<file path="src/rtl/core_pkg.sv">
// Shared types and encodings for the load/store stage.
package core_pkg;

  // Load/store stage sequencing states
  typedef enum logic [1:0] {
    LSU_IDLE = 2'd0,
    LSU_REQ  = 2'd1,
    LSU_RESP = 2'd2,
    LSU_DONE = 2'd3
  } lsu_state_e;

  // Writeback record handed to WBU (104 bits, MSB first)
  typedef struct packed {
    logic [31:0] alu_result;
    logic [31:0] rdata;
    logic        rd_wen;
    logic [4:0]  rd_addr;
    logic [1:0]  rd_sel;
    logic [31:0] csr_data;
  } lsu_wb_t;

  // RV32I load/store funct3 encodings
  localparam logic [2:0] F3_B  = 3'b000;
  localparam logic [2:0] F3_H  = 3'b001;
  localparam logic [2:0] F3_W  = 3'b010;
  localparam logic [2:0] F3_BU = 3'b100;
  localparam logic [2:0] F3_HU = 3'b101;

  // WBU result source select
  localparam logic [1:0] RD_SEL_ALU  = 2'b00;
  localparam logic [1:0] RD_SEL_LOAD = 2'b01;
  localparam logic [1:0] RD_SEL_CSR  = 2'b10;

endpackage

</file>
<file path="src/rtl/lsu_align.sv">
// Combinational byte-lane logic: store lane replication and strobes,
// load extraction with sign/zero extension, and illegal-access detection.
module lsu_align
  import core_pkg::*;
(
  input  logic [1:0]  addr_lo,
  input  logic [2:0]  funct3,
  input  logic        ren,
  input  logic        wen,
  input  logic [31:0] store_data,
  input  logic [31:0] rdata,
  output logic [31:0] wdata,
  output logic [3:0]  wstrb,
  output logic [31:0] load_data,
  output logic        fault
);

  logic [3:0]  lane_strb_s;
  logic [31:0] shifted_s;
  logic        misalign_s;

  // Replicate store data across lanes and position the byte strobes
  always_comb begin
    wdata       = 32'h0000_0000;
    lane_strb_s = 4'b0000;
    case (funct3)
      F3_B: begin
        wdata       = {4{store_data[7:0]}};
        lane_strb_s = 4'b0001 << addr_lo;
      end
      F3_H: begin
        wdata       = {2{store_data[15:0]}};
        lane_strb_s = 4'b0011 << addr_lo;
      end
      F3_W: begin
        wdata       = store_data;
        lane_strb_s = 4'b1111;
      end
      default: begin
        wdata       = 32'h0000_0000;
        lane_strb_s = 4'b0000;
      end
    endcase
  end

  // Reads never assert strobes
  always_comb begin
    wstrb = 4'b0000;
    if (wen) begin
      wstrb = lane_strb_s;
    end else begin
      wstrb = 4'b0000;
    end
  end

  assign shifted_s = rdata >> {addr_lo, 3'b000};

  // Extract the addressed lane and extend to full width
  always_comb begin
    load_data = 32'h0000_0000;
    case (funct3)
      F3_B:    load_data = {{24{shifted_s[7]}}, shifted_s[7:0]};
      F3_H:    load_data = {{16{shifted_s[15]}}, shifted_s[15:0]};
      F3_W:    load_data = shifted_s;
      F3_BU:   load_data = {24'h00_0000, shifted_s[7:0]};
      F3_HU:   load_data = {16'h0000, shifted_s[15:0]};
      default: load_data = 32'h0000_0000;
    endcase
  end

  // Alignment check per access size; reserved encodings count as illegal
  always_comb begin
    misalign_s = 1'b0;
    case (funct3)
      F3_B, F3_BU: misalign_s = 1'b0;
      F3_H, F3_HU: misalign_s = addr_lo[0];
      F3_W:        misalign_s = (addr_lo != 2'b00);
      default:     misalign_s = 1'b1;
    endcase
  end

  // Only memory operations can fault; stores have no unsigned variants
  always_comb begin
    fault = 1'b0;
    if (ren || wen) begin
      fault = misalign_s | (ren & wen) | (wen & funct3[2]);
    end else begin
      fault = 1'b0;
    end
  end

endmodule

</file>
<file path="src/rtl/lsu_stage.sv">
// Load/store stage between EXU and WBU: one memory transaction per
// accepted instruction, then a single-cycle writeback record pulse.
module lsu_stage
  import core_pkg::*;
#(
  parameter int WIDTH  = 32,
  parameter int ADDR_W = 32
) (
  input  logic              clk,
  input  logic              rst_n,
  input  logic              exu_valid,
  output logic              exu_ready,
  input  logic [WIDTH-1:0]  exu_alu_result,
  input  logic [WIDTH-1:0]  exu_store_data,
  input  logic              exu_mem_ren,
  input  logic              exu_mem_wen,
  input  logic [2:0]        exu_funct3,
  input  logic              exu_rd_wen,
  input  logic [4:0]        exu_rd_addr,
  input  logic [1:0]        exu_rd_sel,
  input  logic [WIDTH-1:0]  exu_csr_data,
  output logic              mem_req_valid,
  input  logic              mem_req_ready,
  output logic [ADDR_W-1:0] mem_req_addr,
  output logic              mem_req_wen,
  output logic [WIDTH-1:0]  mem_req_wdata,
  output logic [3:0]        mem_req_wstrb,
  input  logic              mem_resp_valid,
  output logic              mem_resp_ready,
  input  logic [WIDTH-1:0]  mem_resp_rdata,
  input  logic              mem_resp_err,
  output logic              lsu_valid,
  output logic [103:0]      lsu_data,
  output logic              lsu_fault
);

  lsu_state_e state_r, next_state_s;

  logic [WIDTH-1:0]  alu_r, csr_r;
  logic [2:0]        f3_r;
  logic              ren_r, wen_r, rd_wen_r;
  logic [4:0]        rd_addr_r;
  logic [1:0]        rd_sel_r;
  logic [ADDR_W-1:0] req_addr_r;
  logic [WIDTH-1:0]  req_wdata_r;
  logic [3:0]        req_wstrb_r;
  logic              exu_ready_r, req_valid_r, resp_ready_r, lsu_valid_r, lsu_fault_r;
  lsu_wb_t           lsu_data_r, wb_next_s;
  logic              fault_next_s;

  logic              idle_s, accept_s;
  logic [1:0]        al_addr_s;
  logic [2:0]        al_f3_s;
  logic              al_ren_s, al_wen_s;
  logic [31:0]       al_wdata_s, al_load_s;
  logic [3:0]        al_wstrb_s;
  logic              al_fault_s;

  assign idle_s   = (state_r == LSU_IDLE);
  assign accept_s = exu_valid & idle_s;

  // In IDLE the aligner looks at the incoming EXU fields; afterwards at the latched copy
  assign al_addr_s = idle_s ? exu_alu_result[1:0] : alu_r[1:0];
  assign al_f3_s   = idle_s ? exu_funct3  : f3_r;
  assign al_ren_s  = idle_s ? exu_mem_ren : ren_r;
  assign al_wen_s  = idle_s ? exu_mem_wen : wen_r;

  lsu_align u_align (
    .addr_lo    (al_addr_s),
    .funct3     (al_f3_s),
    .ren        (al_ren_s),
    .wen        (al_wen_s),
    .store_data (exu_store_data),
    .rdata      (mem_resp_rdata),
    .wdata      (al_wdata_s),
    .wstrb      (al_wstrb_s),
    .load_data  (al_load_s),
    .fault      (al_fault_s)
  );

  // Next-state sequencing; faulted or non-memory work skips the bus entirely
  always_comb begin
    next_state_s = state_r;
    case (state_r)
      LSU_IDLE: begin
        if (exu_valid) begin
          if (!(exu_mem_ren || exu_mem_wen) || al_fault_s) begin
            next_state_s = LSU_DONE;
          end else begin
            next_state_s = LSU_REQ;
          end
        end else begin
          next_state_s = LSU_IDLE;
        end
      end
      LSU_REQ: begin
        if (mem_req_ready) begin
          next_state_s = LSU_RESP;
        end else begin
          next_state_s = LSU_REQ;
        end
      end
      LSU_RESP: begin
        if (mem_resp_valid) begin
          next_state_s = LSU_DONE;
        end else begin
          next_state_s = LSU_RESP;
        end
      end
      LSU_DONE: next_state_s = LSU_IDLE;
      default:  next_state_s = LSU_IDLE;
    endcase
  end

  // Build the writeback record for the cycle that enters DONE
  always_comb begin
    wb_next_s    = '0;
    fault_next_s = 1'b0;
    if (idle_s) begin
      wb_next_s.alu_result = exu_alu_result;
      wb_next_s.rdata      = 32'h0000_0000;
      wb_next_s.rd_wen     = exu_rd_wen & ~al_fault_s;
      wb_next_s.rd_addr    = exu_rd_addr;
      wb_next_s.rd_sel     = exu_rd_sel;
      wb_next_s.csr_data   = exu_csr_data;
      fault_next_s         = al_fault_s;
    end else begin
      wb_next_s.alu_result = alu_r;
      wb_next_s.rdata      = (ren_r && !mem_resp_err) ? al_load_s : 32'h0000_0000;
      wb_next_s.rd_wen     = rd_wen_r & ~mem_resp_err;
      wb_next_s.rd_addr    = rd_addr_r;
      wb_next_s.rd_sel     = rd_sel_r;
      wb_next_s.csr_data   = csr_r;
      fault_next_s         = mem_resp_err;
    end
  end

  // State register and registered handshake outputs derived from the next state
  always_ff @(posedge clk or negedge rst_n) begin
    if (!rst_n) begin
      state_r      <= LSU_IDLE;
      exu_ready_r  <= 1'b1;
      req_valid_r  <= 1'b0;
      resp_ready_r <= 1'b0;
      lsu_valid_r  <= 1'b0;
    end else begin
      state_r      <= next_state_s;
      exu_ready_r  <= (next_state_s == LSU_IDLE);
      req_valid_r  <= (next_state_s == LSU_REQ);
      resp_ready_r <= (next_state_s == LSU_RESP);
      lsu_valid_r  <= (next_state_s == LSU_DONE);
    end
  end

  // Capture the EXU result and the bus request image on accept; held until the next accept
  always_ff @(posedge clk or negedge rst_n) begin
    if (!rst_n) begin
      alu_r       <= '0;
      csr_r       <= '0;
      f3_r        <= 3'b000;
      ren_r       <= 1'b0;
      wen_r       <= 1'b0;
      rd_wen_r    <= 1'b0;
      rd_addr_r   <= 5'd0;
      rd_sel_r    <= 2'b00;
      req_addr_r  <= '0;
      req_wdata_r <= '0;
      req_wstrb_r <= 4'b0000;
    end else if (accept_s) begin
      alu_r       <= exu_alu_result;
      csr_r       <= exu_csr_data;
      f3_r        <= exu_funct3;
      ren_r       <= exu_mem_ren;
      wen_r       <= exu_mem_wen;
      rd_wen_r    <= exu_rd_wen;
      rd_addr_r   <= exu_rd_addr;
      rd_sel_r    <= exu_rd_sel;
      req_addr_r  <= {exu_alu_result[ADDR_W-1:2], 2'b00};
      req_wdata_r <= al_wdata_s;
      req_wstrb_r <= al_wstrb_s;
    end
  end

  // Writeback record and fault flag, updated only on entry to DONE
  always_ff @(posedge clk or negedge rst_n) begin
    if (!rst_n) begin
      lsu_data_r  <= '0;
      lsu_fault_r <= 1'b0;
    end else if (next_state_s == LSU_DONE) begin
      lsu_data_r  <= wb_next_s;
      lsu_fault_r <= fault_next_s;
    end
  end

  assign exu_ready      = exu_ready_r;
  assign mem_req_valid  = req_valid_r;
  assign mem_req_addr   = req_addr_r;
  assign mem_req_wen    = wen_r;
  assign mem_req_wdata  = req_wdata_r;
  assign mem_req_wstrb  = req_wstrb_r;
  assign mem_resp_ready = resp_ready_r;
  assign lsu_valid      = lsu_valid_r;
  assign lsu_data       = lsu_data_r;
  assign lsu_fault      = lsu_fault_r;

endmodule

</file>
<file path="config.mk">
export PLATFORM = sky130hd
export DESIGN_NAME = lsu_stage
export DESIGN_NICKNAME = d
export VERILOG_FILES = /design/src/rtl/core_pkg.sv /design/src/rtl/lsu_align.sv /design/src/rtl/lsu_stage.sv
export SDC_FILE = /design/constraint.sdc
export NUM_CORES = 1
export LEC_CHECK = 0
export BUFFER_PORTS_ARGS = -buffer_cell sky130_fd_sc_hd__clkbuf_2
export CAP_MARGIN = 5
export CELL_PAD_IN_SITES_DETAIL_PLACEMENT = 1
export CELL_PAD_IN_SITES_GLOBAL_PLACEMENT = 1
export CORE_AREA = 4 4 176 178
export DETAILED_ROUTE_END_ITERATION = 12
export DIE_AREA = 0 0 180 182
export PLACE_DENSITY_LB_ADDON = 0.1
export SYNTH_ARGS = -nofsm -noshare
export SYNTH_HDL_FRONTEND = slang
export SYNTH_SLANG_ARGS = --single-unit
</file>
<file path="constraint.sdc">
create_clock -name clk -period 2.9 [get_ports clk]
set_input_delay 0.29 -clock clk [delete_from_list [all_inputs] [get_ports clk]]
set_output_delay 0.29 -clock clk [all_outputs]
set_load 0.05 [all_outputs]
</file>
Yosys cells after proc, flatten, opt, wreduce, memory -nomap -nowiden --
Index checks and enable logic that the tools add are counted. W data, S select, Z words.
Operators by class: eq/ne operators 10, shift operators 3, multiplexer cells 18, bitwise gates (word level) 9, reductions and logical operators 12
Operators by type and width (number):
- $pmux W32 S5 | 1
- $mux W104 | 1
- $pmux W32 S3 | 1
- $mux W32 | 1
- $shr A32 B5 Y32 | 1
- $pmux W4 S3 | 1
- $eq A2 B2 Y1 const B | 4
- $mux W2 | 4
- $pmux W2 S4 | 1
- $eq A3 B3 Y1 const B | 2
- $and A1 B1 Y1 | 5
- $mux W1 | 5
- $eq A2 B1 Y1 const B | 2
- $logic_not A2 Y1 | 2
- $mux W4 | 1
- $reduce_or A2 Y1 | 2
- $shl A1 B2 Y4 const A | 1
- $shl A2 B2 Y4 const A | 1
- $eq A3 B1 Y1 const B | 1
- $eq A3 B2 Y1 const B | 1
- $logic_not A3 Y1 | 1
- $logic_or A1 B1 Y1 | 3
- $mux W3 | 1
- $pmux W1 S3 | 1
- 5 further kinds | 8
Storage, ports and cells: register bits after elaboration 254, logic and storage cells 75

Logic depth before layout (Yosys ltp) --
Gate-level depths: netlist of the first run.
depth after elaboration 13, depth in mapped cells 10, mapped depth without buffers 7

Modules after synthesis --
From an unflattened synthesis of the first run, not the netlist that was laid out.
Second synthesis, totals: cell total of the unflattened synthesis 966, area total of the unflattened synthesis 11323.4 um^2
Modules (own cells, without submodules):
- lsu_stage | times used 1, cells an instance 740, area an instance 9749.4 um^2
- lsu_align | times used 1, cells an instance 226, area an instance 1574.0 um^2

Worst setup path after synthesis of the first run --
Ideal clock, no wire load.
path kind reg2reg, from reg state_r[1], to reg lsu_data_r (netlist bit lsu_data[70]), data arrival time 2.074 ns, required time 2.806 ns, setup slack 0.732 ns, stages on the path, launching flop included 9, path buffers 3, period minus slack after synthesis 2.168 ns, cell sequence dfrtp_1 > buf_2 > nor2_2 > mux2i_1 > clkbuf_1 > a22oi_1 > o21a_2 > buf_4 > a211oi_1
Between the ends: word-level cells in the longest chain between the ends 13, elaborated cells between the ends (all ways) 32, those cells by class eq/ne: 8; shift: 1; mux: 12; bitwise: 4; reduce/logical: 7
RTL lines:
- start, declared | line lsu_stage.sv:37 | lsu_state_e state_r, next_state_s;
- start signal, assigned | line lsu_stage.sv:147 | state_r <= next_state_s;
- $logic_not A2 Y1 | line lsu_stage.sv:59, lsu_stage.sv:84
- $mux W3 | line lsu_stage.sv:64 | assign al_f3_s = idle_s ? exu_funct3 : f3_r;
- $eq A3 B1 Y1 (tied with other cells) | line lsu_align.sv:61, lsu_align.sv:74
- $reduce_or A2 Y1 | line lsu_align.sv:74 | case (funct3)
- $pmux W1 S3 | line lsu_align.sv:74
- $or A1 B1 Y1 (2 in a row) | line lsu_align.sv:86 | fault = misalign_s | (ren & wen) | (wen & funct3[2]);
- $mux W1 | line lsu_align.sv:85 | if (ren || wen) begin
- $logic_or A1 B1 Y1 | line lsu_stage.sv:87 | if (!(exu_mem_ren || exu_mem_wen) || al_fault_s) begin
- $mux W2 | line lsu_stage.sv:87
- $mux W2 | line lsu_stage.sv:86 | if (exu_valid) begin
- $pmux W2 S4 | line lsu_stage.sv:84 | case (state_r)
- $eq A2 B2 Y1 | line lsu_stage.sv:189 | end else if (next_state_s == LSU_DONE) begin
- end signal, assigned | line lsu_stage.sv:190 | lsu_data_r <= wb_next_s;
- end, declared | line lsu_stage.sv:48 | lsu_wb_t lsu_data_r, wb_next_s;
Parallel ways exist; a longest one is shown, timed or not. A chain may end at the register's enable or synchronous reset.

Worst setup path after layout of the first run --
from reg state_r[0], to reg req_wdata_r[18], in the netlist mem_req_wdata[18]
Between the ends: word-level cells in the longest chain between the ends 4, elaborated cells between the ends (all ways) 7, those cells by class eq/ne: 2; mux: 2; bitwise: 1; reduce/logical: 2
RTL lines:
- $logic_not A2 Y1 (*) | line lsu_stage.sv:59 | assign idle_s = (state_r == LSU_IDLE);
- $mux W3 | line lsu_stage.sv:64
- $eq A3 B2 Y1 (tied with other cells) | line lsu_align.sv:26 | case (funct3)
- $pmux W32 S3 | line lsu_align.sv:26
- end signal, assigned | line lsu_stage.sv:179 | req_wdata_r <= al_wdata_s;
- end, declared | line lsu_stage.sv:45 | logic [WIDTH-1:0] req_wdata_r;
Mark *: on every way between the ends. The rest lies on a longest branch, timed or not.

==> flow_metrics.env, run 1 <==
export IMPL_r2r_start="state_r[0]"
export IMPL_cts_sinks=224
export IMPL_gp_congestion=0.782
export IMPL_fp_coreArea_um2=29400
export IMPL_route_vias_total=8688
export IMPL_synth_ff_type="dfrtp_1"
export IMPL_rsz0062_at_grt="no"
export IMPL_crit_path_start_kind="flop"
export IMPL_cp_top_family="simple AND/OR/NAND/NOR gates"
export IMPL_die_area_um2=32800
export IMPL_worstHoldPathType="in2reg"
export IMPL_cts_tree="built"
export IMPL_vias_per_cell=5.01
export IMPL_grt_pass1_vias=9261
export IMPL_yosysMostFrequentCell="dfrtp_1"
export IMPL_cp_arrival_ns=2.99
export IMPL_clk_latency_ns=0.53
export IMPL_critPathSlowestCell="buf_4"
export IMPL_numCtsBuffers=27
export IMPL_drc=0
export IMPL_crit_path_end_kind="flop"
export IMPL_area_growth_syn_to_layout_pct=32.6
export IMPL_io_pins=325
export IMPL_synthArstFlopShare=1.00
export IMPL_status="finished, final reports clean"
export IMPL_tightest_slew_ns=0.751
export IMPL_cp_cell_sequence="nor2_4, buf_4, a211oi_2, or2_2, a22oi_1, o21ai_0"
export IMPL_drt_pass1_iter_count=4
export IMPL_antenna_left=0
export IMPL_initial_utilization=0.346
export IMPL_num_rows=63
export IMPL_postSynthAreaPerCell_um2=10.3
export IMPL_cts_htree_levels=1
export IMPL_cp_num_cells=6
export IMPL_die_w_um=180
export IMPL_grt_overflow=0
export IMPL_postSynthCellCount=992
export IMPL_cpPeakStageDelay_ns=0.65
export IMPL_synth_adder_area_share=0
export IMPL_routedWlPerCell_um=18.8
export IMPL_post_route_min_period_ns=2.60
export IMPL_cts_root_buf="clkbuf_16"
export IMPL_grt_max_degree=89
export IMPL_synth_compound_area_frac=0.152
export IMPL_critPathLaunch="state_r[0]"
export IMPL_nets=1472
export IMPL_layout_drive_gt1_share=0.370
export IMPL_grt_usage=0.195
export IMPL_antenna_found_initial=3
export IMPL_ys_top_cells_by_area="dfrtp_1, mux2_2, nand2_1, a31oi_1, nor2_1"
export IMPL_cap_violations=0
export IMPL_seq_area_frac_synth=0.551
export IMPL_finClkSkew_ns=0.00889
export IMPL_synthMuxAreaShare=0.112
export IMPL_reg2reg_slack_ns=0.30
export IMPL_finalHoldViolCount=0
export IMPL_rr_worst_depth=6
export IMPL_max_freq_mhz=385
export IMPL_synthXorXnorAreaFrac=0
export IMPL_clockBufferDepth=3
export IMPL_synth_top_family_by_area="compound AO/OA/AOI/OAI gates"
export IMPL_setup_tns_ns=0
export IMPL_whs_path_depth=3
export IMPL_ys_top_cells_by_count="dfrtp_1, nand2_1, nor2_1, mux2_2, a31oi_1"
export IMPL_synth_edff_count=0
export IMPL_path_class="reg2reg"
export IMPL_diodes=0
export IMPL_hp_start="exu_alu_result[2]"
export IMPL_cp_required_ns=3.30
export IMPL_die_h_um=182
export IMPL_critPathMaxFanout=56
export IMPL_synth_top_area_frac=0.549
export IMPL_portBuffers=322
export IMPL_relSlewSlack=0.500
export IMPL_final_max_slew_viol_count=0
export IMPL_synth_top_cell_by_area="dfrtp_1"
export IMPL_yosys_area_share_simple=0.130
export IMPL_path_clk_slew_ns=0.06
export IMPL_setup_violations=0
export IMPL_post_cts_setup_buffers=0
export IMPL_post_route_period_util=0.895
export IMPL_synth_seq_cells=224
export IMPL_dp_hpwl_um=22800
export IMPL_drt_total_wl_um=32700
export IMPL_grt_pass1_wl_um=52500
export IMPL_ys_warn_count=0
export IMPL_yosys_cell_types_count=50
export IMPL_cp_buffers_inverters=1
export IMPL_syn_area_um2=10200
export IMPL_dr_first_iter_drc_count=441
-- cells by family after synthesis --
group / after synthesis
AND/OR/NAND/NOR: 335
flip-flops: 224
AO/OA/AOI/OAI: 222
buffers and inverters: 107
multiplexers: 103
other: 1
-- layout by cell type, fill, tap and decap left out, types with 4 or more instances in the layout --
cell,instances
a22o_1,10
mux2i_1,15
clkbuf_2,321
a22oi_1,17
o2111ai_1,7
dfrtp_1,223
o21ai_1,5
o21ai_0,31
clkbuf_16,27
mux2_2,87
a211oi_2,8
a211oi_1,18
clkbuf_8,5
a222oi_1,8
dlygate4sd3_1,56
nor2_1,108
clkinv_2,5
nand2_1,203
buf_4,22
o2bb2ai_1,7
a31oi_1,70
a21oi_1,21
and2_1,4
clkbuf_1,9
buf_12,6
-- path summary, 6_finish.rpt --
path	to
max in group asynchronous	lsu_data[60]
worst min-delay path	lsu_data[74]
worst max register to register	mem_req_wdata[18]
min in group asynchronous	mem_req_wdata[18]
worst min register to register	mem_req_wdata[31]
worst max-delay path	mem_req_wdata[18]
-- cell type report --
class / count / area [um2]
tap: 390 / 488
fill: 3428 / 15900
multi-input combinational: 662 / 4040
clock inverter: 8 / 93.8
sequential: 224 / 5610
clock buffer: 41 / 778
timing repair buffer: 406 / 2470
inverter: 4 / 17.5
-- registers in the layout, indices dropped and copies added, names as in the netlist, 2 cells and up --
signal / count
lsu_data: 104
rd_sel_r: 2
mem_req_wdata: 32
mem_req_wstrb: 4
state_r: 2
alu_r: 32
f3_r: 3
csr_r: 32
rd_addr_r: 5
-- stage by stage --
stage	util	hold WS [ns]	std cells	worst slack, ns	cell area [um2]
2_1_floorplan	-	-0.00559	993	0.732	10200
3_3_place_gp	0.410	0.339	1630	0.353	12100
3_5_place_dp	0.410	0.336	1630	0.219	12100
4_1_cts	0.459	0.0000263	1735	0.207	13500
5_1_grt	0.459	0.0193	1735	0.103	13500
6_report	0.459	0.0203	1735	0.305	13500
-- tightest hold or removal path: stages --
cell      delay, ns
clkbuf_2       0.09
nand2_1        0.05
a31oi_1        0.07
-- metal layers --
layer / GRT usage / wire, um / vias up
met2: 0.323 / 15400 / 258
li1: - / - / 4116
met5: 0 / 34 / -
met3: 0.0577 / 2490 / 40
met4: 0.0393 / 520 / 6
met1: 0.257 / 14200 / 4268
-- repair_timing --
item	in CTS	in global routing
hold buffers	56	0
gates resized for setup	0	1
endpoints found under the hold margin	162	0
setup endpoints to repair	0	2
Power of run 1 is not shown: default switching activity piles up to over one toggle a cycle in this logic, so the estimate is an artifact.
==> inputs of run 2 (changes only) <==
--- a/config.mk
+++ b/config.mk
@@ -5,13 +5,13 @@
 export SDC_FILE = /design/constraint.sdc
 export NUM_CORES = 1
 export LEC_CHECK = 0
-export BUFFER_PORTS_ARGS = -buffer_cell sky130_fd_sc_hd__clkbuf_2
 export CAP_MARGIN = 5
 export CELL_PAD_IN_SITES_DETAIL_PLACEMENT = 1
 export CELL_PAD_IN_SITES_GLOBAL_PLACEMENT = 1
-export CORE_AREA = 4 4 176 178
+export CORE_AREA = 2 2 174 176
 export DETAILED_ROUTE_END_ITERATION = 12
-export DIE_AREA = 0 0 180 182
+export DIE_AREA = 0 0 176 178
+export DONT_BUFFER_PORTS = 1
 export PLACE_DENSITY_LB_ADDON = 0.1
 export SYNTH_ARGS = -nofsm -noshare
 export SYNTH_HDL_FRONTEND = slang
==> run 2 against run 1 <==
  * The run now ends with negative hold slack left
  * Register-to-register slack lost 0.13 ns
  * Utilization shrank 3.2 points
  * Sequential share of layout area grew 3.1 points
  * Critical endpoint is now mem_req_wdata[24]
==> flow_metrics.env, run 2 (same netlist as run 1, synthesis figures left out) <==
export IMPL_crit_path_end_kind="flop"
export IMPL_portBuffers=0
export IMPL_cts_tree="built"
export IMPL_mostFrequentLayoutCell="dfrtp_1"
export IMPL_cp_required_ns=3.36
export IMPL_r2r_start="state_r[0]"
export IMPL_path_class="reg2reg"
export IMPL_r2r_end="mem_req_wdata[24]"
export IMPL_setup_tns_ns=0
export IMPL_cp_cell_sequence="buf_4, nor4b_1, a31oi_2, a211oi_4, buf_4, a222oi_1, dlygate4sd3_1, o21ai_0"
export IMPL_reg2reg_slack_ns=0.17
export IMPL_post_route_min_period_ns=2.73
export IMPL_cpMostUsedCell="buf_4"
export IMPL_clockBufferDepth=3
export IMPL_endpoint="mem_req_wdata[24]"
export IMPL_cpPeakStageDelay_ns=0.56
export IMPL_status="finished with violations"
export IMPL_rr_worst_depth=8
export IMPL_area_growth_syn_to_layout_pct=23.5
export IMPL_antenna_found_initial=0
export IMPL_nets=1214
export IMPL_post_route_period_util=0.941
export IMPL_cts_hold_buf=122
export IMPL_fin_hold_ws_ns=-0.549
export IMPL_cap_violations=0
export IMPL_violations="negative hold slack"
export IMPL_cp_arrival_ns=3.18
export IMPL_cts_sinks=224
export IMPL_largest_register_ffs=104
export IMPL_post_cts_setup_buffers=0
export IMPL_crit_path_start_kind="flop"
export IMPL_critPathSlowestCell="dlygate4sd3_1"
export IMPL_numCtsBuffers=27
export IMPL_die_area_um2=31300
export IMPL_diodes=0
export IMPL_critPathLaunch="state_r[0]"
export IMPL_route_vias_total=7720
export IMPL_relSlewSlack=0.587
export IMPL_worstHoldPathType="in2async"
export IMPL_num_rows=63
export IMPL_tightest_slew_ns=0.620
export IMPL_initial_utilization=0.346
export IMPL_cts_root_buf="clkbuf_16"
export IMPL_drt_total_wl_um=31100
export IMPL_critPathMaxFanout=11
export IMPL_drt_pass1_iter_count=5
export IMPL_drc=0
export IMPL_grt_usage=0.195
export IMPL_vias_per_cell=5.22
export IMPL_grt_pass1_wl_um=48500
export IMPL_finClkSkew_ns=0.0160
export IMPL_layout_drive_gt1_share=0.160
export IMPL_rsz0062_at_grt="no"
export IMPL_cts_htree_levels=1
export IMPL_final_max_slew_viol_count=0
export IMPL_max_freq_mhz=367
export IMPL_die_w_um=176
export IMPL_io_pins=325
export IMPL_final_cell_mix="dfrtp_1, nand2_1, dlygate4sd3_1, nor2_1, mux2_2"
export IMPL_path_clk_slew_ns=0.06
export IMPL_fill_cells=3240
export IMPL_grt_max_degree=225
export IMPL_routedWlPerCell_um=21.1
export IMPL_dr_first_iter_drc_count=356
export IMPL_antenna_left=0
export IMPL_die_h_um=178
export IMPL_dp_hpwl_um=19900
export IMPL_setup_violations=0
export IMPL_clk_latency_ns=0.53
export IMPL_fp_coreArea_um2=29400
export IMPL_gp_congestion=0.778
export IMPL_finalHoldViolCount=224
export IMPL_grt_pass1_vias=8263
export IMPL_grt_overflow=0
## run 2: changes by cell type in the layout (fill, tap and decap cells not counted), moves of 2 or more
| cell | delta |
|---|---|
| clkbuf_2 | -321 |
| dlygate4sd3_1 | +66 |
| clkinv_2 | -3 |
| buf_4 | -2 |
| clkbuf_8 | +2 |
## run 2: worst max-delay path, delay by kind of cell (launching register included)
family / cells / cell delay [ns]
buffers and inverters: 3 / 1.01
flip-flops: 1 / 0.51
AND/OR/NAND/NOR: 1 / 0.40
AO/OA/AOI/OAI: 4 / 0.73
## run 2: area by class of cell
| class | count | area (um2) | share of cell area |
|---|---|---|---|
| clock buffers | 44 | 810 | 0.0645 |
| clock inverters | 6 | 109 | 0.00867 |
| inverters | 4 | 17.5 | 0.00139 |
| multi-input cells | 662 | 4050 | 0.322 |
| flip-flops and latches | 224 | 5610 | 0.446 |
| well taps | 390 | 488 | 0.0389 |
| repair buffers | 148 | 1480 | 0.118 |
## run 2: timing repair
item / CTS / global route
setup endpoints to repair: 0 / 2
gates resized for setup: 0 / 3
hold endpoints to repair: 415 / 224
## run 2: stage by stage
step | worst slack [ns] | hold slack, ns | std cells | cell area, um2 | utilization
after floorplan | 0.732 | -0.00559 | 993 | 10200 | -
after global placement | 0.441 | -0.000840 | 1306 | 10400 | 0.354
after detailed placement | 0.394 | -0.000139 | 1306 | 10400 | 0.354
after CTS | 0.130 | -0.583 | 1478 | 12500 | 0.427
after global routing | 0.0264 | -0.584 | 1478 | 12600 | 0.427
final | 0.172 | -0.549 | 1478 | 12600 | 0.427
## run 2: worst min path at each step
stage | from | to | slack [ns] | cells after the start
after CTS | rst_n | mem_req_wdata[18] | -0.58 | 0
after detailed placement | rst_n | mem_req_wdata[18] | -0.0001 | 0
after global placement | rst_n | mem_req_wdata[18] | -0.0008 | 0
final | rst_n | mem_req_wdata[18] | -0.55 | 0
after global routing | rst_n | mem_req_wdata[18] | -0.58 | 0
after floorplan | rst_n | alu_r[0] | -0.006 | 0
## run 2: routing by layer
metal,vias up,global-route usage,routed length (um)
met5,-,0,0
met3,37,0.0642,2780
li1,3597,-,-
met2,246,0.327,15000
met1,3840,0.243,12800
met4,0,0.0472,607
Power of run 2 is left out for the same reason.
